<file path="config.mk">
export PLATFORM = sky130hd
export DESIGN_NAME = ripple_carry_adder_borrow_subtractor
export DESIGN_NICKNAME = d
export VERILOG_FILES = /design/src/rtl/ripple_carry_adder_borrow_subtractor.sv
export SDC_FILE = /design/constraint.sdc
export NUM_CORES = 1
export LEC_CHECK = 0
export BUFFER_PORTS_ARGS = -buffer_cell sky130_fd_sc_hd__buf_2
export CAP_MARGIN = 20
export CORE_AREA = 2 2 39 41
export DETAILED_ROUTE_END_ITERATION = 12
export DIE_AREA = 0 0 41 43
export PLACE_DENSITY_LB_ADDON = 0.15
export SYNTH_ARGS = -nofsm -noshare
export SYNTH_HDL_FRONTEND = slang
export SYNTH_SLANG_ARGS = --single-unit
</file>
<file path="constraint.sdc">
create_clock -name clk -period 2.5 [get_ports clk]
set_input_delay 0.375 -clock clk [delete_from_list [all_inputs] [get_ports clk]]
set_output_delay 0.375 -clock clk [all_outputs]
set_load 0.1 [all_outputs]
</file>
<file path="src/rtl/ripple_carry_adder_borrow_subtractor.sv">
// Unsigned ripple-carry adder/subtractor with a one-cycle registered output stage.
// Optional signed-overflow output is enabled by defining RCA_SIGNED_OVERFLOW_EN.
module ripple_carry_adder_borrow_subtractor #(
    parameter int WIDTH = 4
) (
    input  logic             clk,
    input  logic             rst_n,
    input  logic             in_valid,
    input  logic [WIDTH-1:0] a,
    input  logic [WIDTH-1:0] b,
    input  logic             mode,
`ifdef RCA_SIGNED_OVERFLOW_EN
    output logic             overflow,
`endif
    output logic [WIDTH-1:0] result,
    output logic             carry_borrow,
    output logic             out_valid
);

    // Single full-adder cell: {carry_out, sum}
    function automatic logic [1:0] full_add(input logic x, input logic y, input logic cin);
        full_add = {(x & y) | (x & cin) | (y & cin), x ^ y ^ cin};
    endfunction

    logic [WIDTH:0]   w_carry;
    logic [WIDTH-1:0] w_b_eff;
    logic [WIDTH-1:0] w_sum;
    logic             w_carry_borrow;
    logic             w_overflow;

    logic [WIDTH-1:0] r_result;
    logic             r_carry_borrow;
    logic             r_out_valid;
    logic             r_overflow;

    // Carry-in of mode plus inverted b implements two's-complement subtraction.
    assign w_carry[0] = mode;
    assign w_b_eff    = b ^ {WIDTH{mode}};

    genvar gi;
    generate
        for (gi = 0; gi < WIDTH; gi++) begin : g_cell
            assign {w_carry[gi+1], w_sum[gi]} = full_add(a[gi], w_b_eff[gi], w_carry[gi]);
        end
    endgenerate

    // A missing carry-out during subtraction means the minuend was smaller.
    assign w_carry_borrow = w_carry[WIDTH] ^ mode;
    assign w_overflow     = w_carry[WIDTH] ^ w_carry[WIDTH-1];

    // Output register: reset wins, valid operations load, idle cycles hold data.
    always_ff @(posedge clk) begin
        if (!rst_n) begin
            r_result       <= {WIDTH{1'b0}};
            r_carry_borrow <= 1'b0;
            r_overflow     <= 1'b0;
            r_out_valid    <= 1'b0;
        end else begin
            r_out_valid <= in_valid;
            if (in_valid) begin
                r_result       <= w_sum;
                r_carry_borrow <= w_carry_borrow;
                r_overflow     <= w_overflow;
            end else begin
                r_result       <= r_result;
                r_carry_borrow <= r_carry_borrow;
                r_overflow     <= r_overflow;
            end
        end
    end

    assign result       = r_result;
    assign carry_borrow = r_carry_borrow;
    assign out_valid    = r_out_valid;

`ifdef RCA_SIGNED_OVERFLOW_EN
    assign overflow = r_overflow;
`else
    logic w_unused_ovf;
    assign w_unused_ovf = r_overflow;
`endif

endmodule

</file>
==> flow_summary.json <==
{
  "outcome": "complete, no violations",
  "nets": 66,
  "peakVddDrop_uv": 174.0,
  "cp_data_required_time_ps": 2630,
  "syn_area_um2": 342.8,
  "post_drt_wl_per_cell_um": 8.923,
  "final_common_cell": "buf_2",
  "dp_hpwl_um": 501.8,
  "path_cells": "buf_2 > xor2_1 > fa_1 > inv_1 > fa_1 > fa_1 > xnor2_1 > a22o_1",
  "worst_pin_slew_ps": 485.2,
  "grt_usage": 0.07677,
  "grt_overflow_total": 0,
  "grt_pass1_vias": 229,
  "area_growth_pct": 31.75,
  "maxSlewViolCount": 0,
  "period_minus_slack_ps": 1907,
  "drcViolationCount": 0,
  "synth-seq-cells": 6,
  "via_per_inst": 4.015,
  "drive_gt1_frac": 0.4490,
  "setup_viol_count_final": 0,
  "gp_congestion": 0.5347,
  "path_max_fanout": 5,
  "synth_xor_xnor_area_share": 0.1277,
  "placed_cells": 62,
  "powerDensity_mw_per_mm2": 729.1,
  "ant_nets": 0,
  "p_leak_nw": 0.2363,
  "start_util": 0.2477,
  "synth.distinct_cells": 16,
  "die_w_um": 41,
  "grtUsageMet1": 0.09180,
  "max_freq_mhz": 524.3,
  "die_h_um": 43,
  "drv_cap": 0,
  "seq_power_share": 0.332,
  "pin_count": 18,
  "fin_cells": 65,
  "synth-warning-count": 0,
  "wl_um": 580,
  "whs_ps": 428.3,
  "fin_tns_setup_ps": 0,
  "use_met2": 0.09375,
  "synth_nets": 46,
  "cts_tree": "done",
  "clk_root_buffer_cell": "clkbuf_4",
  "cts_hold_buf": 0,
  "critPathKind": "in2reg",
  "slowest_stage": "fa_1",
  "synth_top_cell_by_area": "dfxtp_1",
  "coreArea_mm2": 0.001384,
  "portBuffers": 17,
  "grt_pass1_wl_um": 828,
  "clk_pin_slew_ps": 40,
  "clockPowerShare": 0.267,
  "synth.top_cell.area_share": 0.3504,
  "cp-start-kind": "primary input",
  "numCtsBuffers": 3,
  "muxShareOfSynthArea": 0.06204,
  "synth.area.top_cells": "dfxtp_1, fa_1, xnor2_1, o211a_1, nor2b_1",
  "synthAdderAreaFrac": 0.1752,
  "skew_ps": 0,
  "antenna_found_initial": 0,
  "endpoint_kind": "flip-flop",
  "num_rows": 14,
  "grt_busiest_layer": "met4",
  "synth_top_family_by_area": "adder cells",
  "antenna_cells": 0,
  "clock-sinks": 6,
  "grt.met3_usage": 0,
  "via_count": 261,
  "p_int_w": 0.0001955,
  "combPwrFrac": 0.401,
  "clk_path_buf_depth": 2,
  "grt_max_degree": 10,
  "netSwitchingFraction": 0.4063,
  "crit_arrival_ps": 2040,
  "cpMostUsedCell": "fa_1",
  "ys_seq_area_frac": 0.3504,
  "dr.pass1.iters": 2,
  "fin_crit_sh": 0.7630,
  "hold_path.class": "in2reg",
  "slew_headroom": 0.6788,
  "die_area_mm2": 0.001763,
  "htreeDepth": 1,
  "pre_cts_ws_ps": 314.0,
  "hold_violations": 0,
  "clk_latency_ps": 240,
  "synth_simple_gate_area_share": 0.08394,
  "netSwitchingPower_w": 0.0001338,
  "syn-instance-count": 31,
  "mostFrequentLayoutCells": "buf_2, dfxtp_1, xnor2_1",
  "power_w": 0.0003293,
  "critical-path-max-stage-delay_ps": 390,
  "setup_ws_ps": 592.6,
  "cts_resized": 0,
  "rsz0062_at_grt": "no",
  "postSynthAreaPerCell_um2": 11.06,
  "synth_compound_area_frac": 0.1131,
  "drtIter0Drc": 1,
  "cts_setup_buffers": 0
}
flip-flops by register name (all words and copies together), names as in the netlist:
| signal | count |
|---|---|
| result | 4 |
| out_valid | 1 |
| carry_borrow | 1 |
cell usage after synthesis:
master,instances
fa_1,3
xor2_1,1
inv_1,3
o21ai_0,1
mux2i_1,1
a22o_1,1
a21oi_1,1
buf_6,1
dfxtp_1,6
and2_4,1
xnor2_1,4
nor2b_1,2
nand2_1,2
mux2_2,1
o211a_1,2
buf_4,1
worst max-delay path, delay by kind of cell:
kind	cells	cell delay, ps
adder cells (fa/ha/maj)	3	950
AO/OA/AOI/OAI	1	170
XOR/XNOR	2	340
buffers and inverters	2	200
layout make-up:
type	count	area, µm²
well taps	16	20.02
fillers	154	932.1
flip-flops and latches	6	120.1
clock buffers	3	22.52
inverters	3	11.26
multi-input cells	20	192.7
repair buffers	17	85.08
metal layers:
layer	wire length (µm)	vias up
li1	-	136
met1	258	115
met2	281	10
met3	40	0
met4	0	0
met5	0	-
path summary, 6_finish.rpt:
check                           slack (ps)      endpoint         start  depth (start not counted)
worst max-delay path                   590  carry_borrow          mode                          8
worst min-delay path                   430     result[1]         rst_n                          2
worst max register to register        1750  carry_borrow  carry_borrow                          2
worst min register to register         470     result[3]     result[3]                          1
through the flow:
stage	utilization	instance area, µm²
global placement	0.3101	429.2
global route	0.3264	451.7
finish	0.3264	451.7
CTS	0.3264	451.7
floorplan	-	342.8
detailed placement	0.3101	429.2
power by group through the flow:
stage	Clock, W	Sequential [W]	Combinational (W)
6_report	0.0000879	0.000109	0.000132
5_1_grt	0.0000985	0.000110	0.000140
4_1_cts	0.0000933	0.000109	0.000134
3_5_place_dp	0	0.000111	0.000134
3_3_place_gp	0	0.000111	0.000133
2_1_floorplan	0	0.000180	0.0000407
kinds of logic (layout without fill, tap and decap cells):
family | after synthesis | after routing
AO/OA/AOI/OAI | 5 | 5
flip-flops | 6 | 6
XOR/XNOR | 5 | 5
buffers and inverters | 5 | 23
multiplexers | 2 | 2
AND/OR/NAND/NOR | 5 | 5
adder cells (fa/ha/maj) | 3 | 3
Power figures use the tool's default switching activity.
